**src/rtl/fir_pkg.sv**
```systemverilog
// Shared types and arithmetic helpers for the multi-channel FIR MAC engine.
// Width derivations keep the accumulator wide enough that no tap sequence can wrap.
package fir_pkg;

    typedef enum logic [1:0] {
        ST_IDLE  = 2'd0,
        ST_RUN   = 2'd1,
        ST_FLUSH = 2'd2,
        ST_DONE  = 2'd3
    } fir_state_e;

    function automatic int tap_w(input int ntaps);
        return $clog2(ntaps);
    endfunction

    function automatic int bank_w(input int nbank);
        return (nbank > 1) ? $clog2(nbank) : 1;
    endfunction

    function automatic int acc_w(input int data_w, input int coef_w, input int ntaps);
        return data_w + coef_w + $clog2(ntaps);
    endfunction

    // Round half up, shift out the fractional bits, clamp to the signed data_w range.
    function automatic logic signed [63:0] round_sat(input logic signed [63:0] acc,
                                                     input int frac,
                                                     input int data_w);
        logic signed [63:0] r;
        logic signed [63:0] hi;
        logic signed [63:0] lo;
        if (frac > 0) begin
            r = (acc + (64'sd1 <<< (frac - 1))) >>> frac;
        end else begin
            r = acc;
        end
        hi = (64'sd1 <<< (data_w - 1)) - 64'sd1;
        lo = -hi - 64'sd1;
        if (r > hi) begin
            round_sat = hi;
        end else if (r < lo) begin
            round_sat = lo;
        end else begin
            round_sat = r;
        end
    endfunction

endpackage

```
**src/rtl/fir_mac_engine_if.sv**
```systemverilog
// Sample-queue, coefficient-ROM and result bundle of the FIR MAC engine.
// master = controlling/feeding side, slave = the engine itself.
interface fir_mac_engine_if #(
    parameter int DATA_W = 16,
    parameter int COEF_W = 16,
    parameter int NTAPS  = 1021,
    parameter int NCH    = 2,
    parameter int NBANK  = 4
) ();
    localparam int TAP_W  = fir_pkg::tap_w(NTAPS);
    localparam int BANK_W = fir_pkg::bank_w(NBANK);

    logic                      start;
    logic [BANK_W-1:0]         bank;
    logic [NCH*DATA_W-1:0]     smpl_in;
    logic [COEF_W-1:0]         coef_data;
    logic                      seq_req;
    logic [BANK_W+TAP_W-1:0]   coef_addr;
    logic                      busy;
    logic                      done;
    logic [NCH*DATA_W-1:0]     smpl_out;

    modport master (
        output start, bank, smpl_in, coef_data,
        input  seq_req, coef_addr, busy, done, smpl_out
    );

    modport slave (
        input  start, bank, smpl_in, coef_data,
        output seq_req, coef_addr, busy, done, smpl_out
    );
endinterface

```
**src/rtl/fir_mac_lane.sv**
```systemverilog
// One channel of the FIR engine: accumulator, round/saturate and result register.
// The result is taken from the next-accumulator value so it includes the final product.
module fir_mac_lane
    import fir_pkg::*;
#(
    parameter int DATA_W = 16,
    parameter int COEF_W = 16,
    parameter int FRAC   = 15,
    parameter int ACC_W  = 42
) (
    input  logic                     clk,
    input  logic                     rst_n,
    input  logic                     clr,
    input  logic                     acc_en,
    input  logic                     load,
    input  logic signed [DATA_W-1:0] smpl,
    input  logic signed [COEF_W-1:0] coef,
    output logic        [DATA_W-1:0] result
);
    localparam int PROD_W = DATA_W + COEF_W;

    logic signed [PROD_W-1:0] prod_s;
    logic signed [ACC_W-1:0]  prod_ext_s;
    logic signed [ACC_W-1:0]  acc_nxt_s;
    logic signed [63:0]       acc64_s;
    logic signed [DATA_W-1:0] res_s;
    logic signed [ACC_W-1:0]  acc_r;
    logic        [DATA_W-1:0] result_r;

    assign prod_s = smpl * coef;

    // Next accumulator value and its rounded, saturated image.
    always_comb begin
        prod_ext_s = {{(ACC_W - PROD_W){prod_s[PROD_W-1]}}, prod_s};
        if (acc_en) begin
            acc_nxt_s = acc_r + prod_ext_s;
        end else begin
            acc_nxt_s = acc_r;
        end
        acc64_s = {{(64 - ACC_W){acc_nxt_s[ACC_W-1]}}, acc_nxt_s};
        res_s   = DATA_W'(round_sat(acc64_s, FRAC, DATA_W));
    end

    // Accumulator and held output register.
    always_ff @(posedge clk or negedge rst_n) begin
        if (!rst_n) begin
            acc_r    <= {ACC_W{1'b0}};
            result_r <= {DATA_W{1'b0}};
        end else begin
            if (clr) begin
                acc_r <= {ACC_W{1'b0}};
            end else begin
                acc_r <= acc_nxt_s;
            end
            if (load) begin
                result_r <= res_s;
            end else begin
                result_r <= result_r;
            end
        end
    end

    assign result = result_r;

endmodule

```
**src/rtl/fir_mac_engine.sv**
```systemverilog
// Multi-channel FIR multiply-accumulate engine: sequences NTAPS taps of one coefficient
// bank against NCH sample streams and emits rounded, saturated results with a done pulse.
module fir_mac_engine
    import fir_pkg::*;
#(
    parameter int DATA_W = 16,
    parameter int COEF_W = 16,
    parameter int FRAC   = 15,
    parameter int NTAPS  = 1021,
    parameter int NCH    = 2,
    parameter int NBANK  = 4
) (
    input  logic             clk,
    input  logic             rst_n,
    fir_mac_engine_if.slave  bus
);
    localparam int TAP_W  = tap_w(NTAPS);
    localparam int BANK_W = bank_w(NBANK);
    localparam int ACC_W  = acc_w(DATA_W, COEF_W, NTAPS);
    localparam logic [TAP_W-1:0] TAP_LAST = TAP_W'(NTAPS - 1);
    localparam logic [TAP_W-1:0] TAP_ONE  = TAP_W'(1);

    fir_state_e                state_r;
    logic [TAP_W-1:0]          tap_r;
    logic [BANK_W-1:0]         bank_r;
    logic                      seq_req_r;
    logic                      busy_r;
    logic                      done_r;
    logic [BANK_W+TAP_W-1:0]   coef_addr_r;
    logic [TAP_W-1:0]          tap_inc_s;
    logic                      clr_s;
    logic                      acc_en_s;
    logic                      load_s;
    logic [NCH*DATA_W-1:0]     smpl_out_s;

    // Lane controls; data for tap k arrives one cycle after its address, so tap 0's
    // RUN cycle only fills the pipeline and FLUSH absorbs the last product.
    always_comb begin
        tap_inc_s = tap_r + TAP_ONE;
        clr_s     = 1'b0;
        acc_en_s  = 1'b0;
        load_s    = 1'b0;
        case (state_r)
            ST_IDLE: begin
                clr_s = bus.start;
            end
            ST_RUN: begin
                if (tap_r != {TAP_W{1'b0}}) begin
                    acc_en_s = 1'b1;
                end else begin
                    acc_en_s = 1'b0;
                end
            end
            ST_FLUSH: begin
                acc_en_s = 1'b1;
                load_s   = 1'b1;
            end
            default: begin
                clr_s    = 1'b0;
                acc_en_s = 1'b0;
                load_s   = 1'b0;
            end
        endcase
    end

    // Sequencing FSM with tap counter, latched bank and registered handshake outputs.
    always_ff @(posedge clk or negedge rst_n) begin
        if (!rst_n) begin
            state_r     <= ST_IDLE;
            tap_r       <= {TAP_W{1'b0}};
            bank_r      <= {BANK_W{1'b0}};
            seq_req_r   <= 1'b0;
            busy_r      <= 1'b0;
            done_r      <= 1'b0;
            coef_addr_r <= {(BANK_W + TAP_W){1'b0}};
        end else begin
            case (state_r)
                ST_IDLE: begin
                    done_r <= 1'b0;
                    tap_r  <= {TAP_W{1'b0}};
                    if (bus.start) begin
                        state_r     <= ST_RUN;
                        bank_r      <= bus.bank;
                        seq_req_r   <= 1'b1;
                        busy_r      <= 1'b1;
                        coef_addr_r <= {bus.bank, {TAP_W{1'b0}}};
                    end else begin
                        seq_req_r   <= 1'b0;
                        busy_r      <= 1'b0;
                        coef_addr_r <= {(BANK_W + TAP_W){1'b0}};
                    end
                end
                ST_RUN: begin
                    if (tap_r == TAP_LAST) begin
                        state_r     <= ST_FLUSH;
                        seq_req_r   <= 1'b0;
                        coef_addr_r <= {(BANK_W + TAP_W){1'b0}};
                    end else begin
                        tap_r       <= tap_inc_s;
                        coef_addr_r <= {bank_r, tap_inc_s};
                    end
                end
                ST_FLUSH: begin
                    state_r <= ST_DONE;
                    done_r  <= 1'b1;
                end
                ST_DONE: begin
                    state_r <= ST_IDLE;
                    done_r  <= 1'b0;
                    busy_r  <= 1'b0;
                    tap_r   <= {TAP_W{1'b0}};
                end
                default: begin
                    state_r     <= ST_IDLE;
                    tap_r       <= {TAP_W{1'b0}};
                    seq_req_r   <= 1'b0;
                    busy_r      <= 1'b0;
                    done_r      <= 1'b0;
                    coef_addr_r <= {(BANK_W + TAP_W){1'b0}};
                end
            endcase
        end
    end

    genvar c;
    generate
        for (c = 0; c < NCH; c++) begin : g_lane
            fir_mac_lane #(
                .DATA_W (DATA_W),
                .COEF_W (COEF_W),
                .FRAC   (FRAC),
                .ACC_W  (ACC_W)
            ) u_lane (
                .clk    (clk),
                .rst_n  (rst_n),
                .clr    (clr_s),
                .acc_en (acc_en_s),
                .load   (load_s),
                .smpl   (bus.smpl_in[c*DATA_W +: DATA_W]),
                .coef   (bus.coef_data),
                .result (smpl_out_s[c*DATA_W +: DATA_W])
            );
        end
    endgenerate

    assign bus.seq_req   = seq_req_r;
    assign bus.coef_addr = coef_addr_r;
    assign bus.busy      = busy_r;
    assign bus.done      = done_r;
    assign bus.smpl_out  = smpl_out_s;

endmodule

```
**src/flat_wrapper.sv**
```systemverilog
// flat-port wrapper written by rule: the top's interface ports become plain ports
module fir_mac_engine_flat import fir_pkg::*;
#(
    parameter int DATA_W = 16,
    parameter int COEF_W = 16,
    parameter int FRAC   = 15,
    parameter int NTAPS  = 1021,
    parameter int NCH    = 2,
    parameter int NBANK  = 4
)
  (clk, rst_n, bus_start, bus_bank, bus_smpl_in, bus_coef_data, bus_seq_req, bus_coef_addr, bus_busy, bus_done, bus_smpl_out);
  fir_mac_engine_if #(.DATA_W(DATA_W), .COEF_W(COEF_W), .NTAPS(NTAPS), .NCH(NCH), .NBANK(NBANK)) bus_i ();
  input  logic clk;
  input  logic rst_n;
  input wire logic [$bits(bus_i.start)-1:0] bus_start;
  input wire logic [$bits(bus_i.bank)-1:0] bus_bank;
  input wire logic [$bits(bus_i.smpl_in)-1:0] bus_smpl_in;
  input wire logic [$bits(bus_i.coef_data)-1:0] bus_coef_data;
  output wire logic [$bits(bus_i.seq_req)-1:0] bus_seq_req;
  output wire logic [$bits(bus_i.coef_addr)-1:0] bus_coef_addr;
  output wire logic [$bits(bus_i.busy)-1:0] bus_busy;
  output wire logic [$bits(bus_i.done)-1:0] bus_done;
  output wire logic [$bits(bus_i.smpl_out)-1:0] bus_smpl_out;
  assign bus_i.start = bus_start;
  assign bus_i.bank = bus_bank;
  assign bus_i.smpl_in = bus_smpl_in;
  assign bus_i.coef_data = bus_coef_data;
  assign bus_seq_req = bus_i.seq_req;
  assign bus_coef_addr = bus_i.coef_addr;
  assign bus_busy = bus_i.busy;
  assign bus_done = bus_i.done;
  assign bus_smpl_out = bus_i.smpl_out;
  fir_mac_engine #(.DATA_W(DATA_W), .COEF_W(COEF_W), .FRAC(FRAC), .NTAPS(NTAPS), .NCH(NCH), .NBANK(NBANK)) u_core (.clk(clk), .rst_n(rst_n), .bus(bus_i));
endmodule
```
**config.mk**
```make
export PLATFORM = sky130hd
export DESIGN_NAME = fir_mac_engine_flat
export DESIGN_NICKNAME = d
export VERILOG_FILES = /design/src/rtl/fir_pkg.sv /design/src/rtl/fir_mac_engine_if.sv /design/src/rtl/fir_mac_lane.sv /design/src/rtl/fir_mac_engine.sv /design/src/flat_wrapper.sv
export SDC_FILE = /design/constraint.sdc
export NUM_CORES = 2
export LEC_CHECK = 0
export ABC_AREA = 1
export CAP_MARGIN = 15
export CORE_MARGIN = 1.5
export CORE_UTILIZATION = 62
export CTS_BUF_LIST = sky130_fd_sc_hd__clkbuf_8
export DETAILED_ROUTE_END_ITERATION = 6
export PLACE_DENSITY = 0.87
export RECOVER_POWER = 100
export SLEW_MARGIN = 20
export SYNTH_ARGS = -nofsm -noshare
export SYNTH_HDL_FRONTEND = slang
export SYNTH_HIERARCHICAL = 1
export SYNTH_SLANG_ARGS = --single-unit
export TNS_END_PERCENT = 10
```
**constraint.sdc**
```tcl
create_clock -name clk -period 9.2 [get_ports clk]
set_input_delay 1.84 -clock clk [delete_from_list [all_inputs] [get_ports clk]]
set_output_delay 1.84 -clock clk [all_outputs]
set_load 0.02 [all_outputs]
```
Yosys cells after proc, flatten, opt, wreduce, memory -nomap -nowiden
Index checks and enable logic that the tools add are counted.

Bits in registers: 145. Input bits: 53. Output and inout port bits: 47.

$add $sub $neg: 5. Multipliers: 2. Magnitude comparators: 4. Eq/ne operators: 7. Muxes and demuxes: 25. Reduce and logical (&&, ||, !) cells: 11.

Operator list (number): 42-bit 2-to-1 mux (4); 42-bit by 16-bit adder with 43-bit output (second input constant) (2); 42-bit by 32-bit adder with 42-bit output (2); 16-bit by 16-bit multiplier with 32-bit output (2); 16-bit 2-to-1 mux (4); 28-bit by 16-bit > comparator with 1-bit output (second input constant) (2); 28-bit by 16-bit less-than comparator with 1-bit output (second input constant) (2); 12-bit 2-to-1 mux (2); 12-bit one-hot mux with 2 select lines (1); 10-bit one-hot mux with 2 select lines (1); 10-bit by 1-bit adder with 10-bit output (second input constant) (1); 10-bit equality test (second input constant) (1); 10-bit 2-to-1 mux (1); 10-bit nonzero test (1); 1-bit one-hot mux with 2 select lines (4); 2-bit one-hot mux with 4 select lines (1); 2-bit AND reduction (4); 2-bit nonzero test (4); 1-bit 2-to-1 mux (5); 2-bit equality test (second input constant) (2); 2-bit 2-to-1 mux (2); 2-bit inequality test (second input constant) (2); 2-bit by 1-bit equality test with 1-bit output (second input constant) (1); 2-bit zero test (1); other kinds (2) (2).

Logic depth before layout (Yosys ltp)
Word-level depth: 8. Mapped depth: 47. Depth with buffers taken out: 44.

By module
Netlist, hierarchy kept.

By module, submodules not included: fir_mac_lane (u_core.g_lane[1].u_lane) (instances 1, cells each 2477, area each 17843.4 µm², seq. area each 1451.4 µm²); fir_mac_lane (u_core.g_lane[0].u_lane) (instances 1, cells each 2472, area each 17794.6 µm², seq. area each 1451.4 µm²); fir_mac_engine (instances 1, cells each 188, area each 1565.3 µm², seq. area each 725.7 µm²).

Worst setup path after synthesis
OpenSTA, ideal clock, no wires.

Kind: input -> register. Start point: input port bus_smpl_in[15]. End point: register u_core.g_lane[0].u_lane.result_r[10]. Library setup time: 116 ps. Arrival time: 8752 ps. Path slack: 331 ps. Cell stages on the path: 36. Cell sequence: clkbuf_1 nand2_1 inv_1 fa_1 fa_1 inv_1 fa_1 inv_1 fa_1 inv_1 fa_1 inv_1 fa_1 ha_1 nand2_1 nor2_1 inv_1 nor3_1 nand3_1 nand3_1 nand2_1 nand3_1 nand2_1 nor2_1 nand2_1 nor2_1 nand3_1 nand2_1 nand2_1 nor3_1 nand3_1 nand2_2 buf_6 nand2_1 nand2_1 nand2_1.

Cells in the longest elaborated chain, start to end: 7. Elaborated cells between the ends (all ways): 8. Classes of those cells: add/sub: 2; mul: 1; order compare: 2; mux: 3.

RTL lines: start, declared (line flat_wrapper.sv:17) `input wire logic [$bits(bus_i.smpl_in)-1:0] bus_smpl_in;`; 16-bit by 16-bit multiplier with 32-bit output * (line fir_mac_lane.sv:30) `assign prod_s = smpl * coef;`; 42-bit by 32-bit adder with 42-bit output * (line fir_mac_lane.sv:36) `acc_nxt_s = acc_r + prod_ext_s;`; 42-bit 2-to-1 mux * (line fir_mac_lane.sv:35) `if (acc_en) begin`; 42-bit by 16-bit adder with 43-bit output * (line fir_pkg.sv:32) `r = (acc + (64'sd1 <<< (frac - 1))) >>> frac;`; 28-bit by 16-bit less-than comparator with 1-bit output (line fir_pkg.sv:40) `end else if (r < lo) begin`; 16-bit 2-to-1 mux (line fir_pkg.sv:40); 16-bit 2-to-1 mux * (line fir_pkg.sv:38) `if (r > hi) begin`; end signal, assigned (line fir_mac_lane.sv:48) `result_r <= {DATA_W{1'b0}};`; end signal, assigned (line fir_mac_lane.sv:56) `result_r <= res_s;`; end signal, assigned (line fir_mac_lane.sv:58) `result_r <= result_r;`; end, declared (line fir_mac_lane.sv:28) `logic [DATA_W-1:0] result_r;`.

Mark *: on every way between the ends. The rest lies on a longest branch, timed or not. A chain may end at the register's enable or synchronous reset.

Worst setup path after layout
Start point: input port bus_smpl_in[15]. End point: register u_core.g_lane[0].u_lane.result_r[0].

Same word-level chain as after synthesis.

==> qor.yml <==
layout.cells.non_filler: 6319
cp_common_cell: "nand2_1"
gp_congestion: 0.9899
finClkSkew_ps: 17.59
die_h_um: 248.0
ant_nets: 0
max_freq_ghz: 0.1099
ys_warn_count: 6
violations: "DRC, capacitance limit, slew limit"
avgSynthCellArea_um2: 7.242
pre_cts_slack_ps: -424.1
relSlewSlack: -2.412
cts_sinks: 145
drive_gt1_frac: 0.1450
grt_start_max_net_pins: 87
synth_cells: 5137
crit_arrival_ps: 9540
synth_commonest_cells: "nand2_1, inv_1, fa_1, nor2_1, ha_1"
timing.final.ws_setup_ps: 97.45
status: "finished, violations left"
wirelength_um: 111400
cts-root-buf: "clkbuf_8"
core-area_um2: 59130
std_cell_rows: 89
endpoint_kind: "flip-flop"
grt_pass1_wl_um: 175400
synth-main-ff-cell: "dfrtp_1"
vias_per_cell: 5.433
start_kind: "input port"
cts_buffer_depth: 2
hold_viol_final: 0
synth_seq_area_share: 0.09753
dieArea_um2: 61480
syn-num-nets: 6114
drv_cap: 2
die_w_um: 248.0
cts_buffers: 17
ios: 100
initial_core_util: 0.6292
placed_cells: 6273
worstSetupPathType: "input port to flip-flop"
async_reset_ff_frac: 1.000
tightestPinTransition_ps: 5119
routedWlPerCell_um: 17.63
grt_antenna_before_repair: 0
synth.cell_area_um2: 37200
nets: 6509
rsz0062_at_grt: "true"
cp.required_ps: 9630
dr_total_vias: 34330
port_buffers: 99
num-fill-cells: 4180
cts_tree: "built"
worstHoldPathType: "flip-flop to flip-flop"
syn2layout_area_growth_pct: 15.85
dr.pass1.iters: 7
post_synth_num_cell_types: 42
track_usage: 0.3636
setup_viol: 0
yosysMostFrequentCell: "nand2_1"
synth_seq_cells: 145
grt_pass1_vias: 34950
finalMaxSlewViolations: 148
synth_largest_area_cell: "fa_1"
crit_fanout: 8
synth_area_leaders: "fa_1, nand2_1, inv_1"
slowest_delay_ps: 600
fin_crit_ps: 9103
insertion_delay_ps: 500
hold_slack_ps: 485.4
slowest_stage: "fa_2"
globalRouteOverflowTotal: 0
route.detailed.drc: 14
synth_top_area_frac: 0.3638
drtIter0Drc: 3772
dp_hpwl_um: 90250
clk_pin_slew_ps: 90
synth_edf_count: 0
fin_crit_sh: 0.9894
cts_max_level: 4
final cells by class:
| class | instances | area, µm² | share of cell area |
|---|---|---|---|
| antenna | 2 | 5.005 | 0.0001161 |
| clock buffer | 18 | 247.7 | 0.005748 |
| clock inverter | 13 | 115.1 | 0.002671 |
| inverter | 1414 | 5311 | 0.1232 |
| multi-input combinational | 3420 | 28200 | 0.6542 |
| sequential | 145 | 3628 | 0.08418 |
| tap | 773 | 967.2 | 0.02244 |
| timing repair buffer | 534 | 4628 | 0.1074 |
critical path, delay by kind of cell:
family,cells,cell delay [ps]
adders and majority gates,7,3680
and+or+nand+nor,20,1860
AOI/OAI and AO/OA,2,370
buffers and inverters,12,1730
metrics by stage:
stage	util	area, µm²	setup TNS (ps)
floorplan	-	37200	0
global placement	0.7104	42010	-7454
detailed placement	0.7104	42010	-10540
CTS	0.7165	42370	0
global route	0.7288	43100	-5072
finish	0.7289	43100	0
kinds of logic (layout without fill, tap and decap cells):
group / after synthesis / after routing / share of synthesized area
adder cells (fa/ha/maj): 924 / 924 / 0.4472
flip-flops: 145 / 145 / 0.09753
other: 0 / 2 / 0
AND/OR/NAND/NOR: 2325 / 2327 / 0.2649
AO/OA/AOI/OAI: 126 / 126 / 0.01937
buffers and inverters: 1574 / 1979 / 0.1609
XOR/XNOR: 43 / 43 / 0.01012
what timing repair did:
item / CTS / global route
gates resized for setup: 0 / 177
endpoints found under the setup margin: 0 / 30
hold buffers: 0 / 0
buffers inserted: 0 / 11
cell usage in the layout, fill, tap and decap left out, drive strengths merged, types with 43 or more instances in the layout:
cell           instances
fa                   676
a21oi                 57
nand4                 58
nand3                212
ha                   248
inv                 1413
o21ai                 49
dfrtp                145
nand2               1638
or2                   45
clkdlybuf4s50         43
nor2                 342
dlygate4sd3           48
buf                  434
registers in the layout (all words and copies together) (netlist names):
| name | count |
|---|---|
| u_core/tap_r | 10 |
| u_core/bus.seq_req | 1 |
| u_core/bank_r | 2 |
| u_core/g_lane.u_lane/acc_r | 84 |
| u_core/g_lane.u_lane/result | 32 |
| u_core/state_r | 2 |
| u_core/bus.coef_addr | 12 |
| u_core/bus.busy | 1 |
| u_core/bus.done | 1 |
worst paths after layout:
check                                                   from                            endpoint  slack (ps)  depth (start not counted)
setup / recovery                             bus_smpl_in[15]   u_core/g_lane[0].u_lane/result[0]         100                         41
hold reg to reg            u_core/g_lane[1].u_lane/result[0]   u_core/g_lane[1].u_lane/result[0]         490                          2
min in group asynchronous                              rst_n  u_core/g_lane[0].u_lane/result[12]        3200                          1
max in group asynchronous                              rst_n    u_core/g_lane[1].u_lane/acc_r[8]        2410                          2
hold / removal             u_core/g_lane[1].u_lane/result[0]   u_core/g_lane[1].u_lane/result[0]         490                          2
setup reg to reg           u_core/g_lane[0].u_lane/acc_r[15]   u_core/g_lane[0].u_lane/result[0]        2650                         32
per-layer routing:
layer,vias to the layer above,GRT usage,wire (µm)
met5,-,0,0
met4,0,0.1070,4558
met3,502,0.08142,12640
met2,2075,0.5843,51060
li1,15480,-,-
met1,16280,0.4944,43120
Power is left out: the tool's default activity adds up to more than one toggle a clock period on the data nets, which glitch-free logic cannot reach.
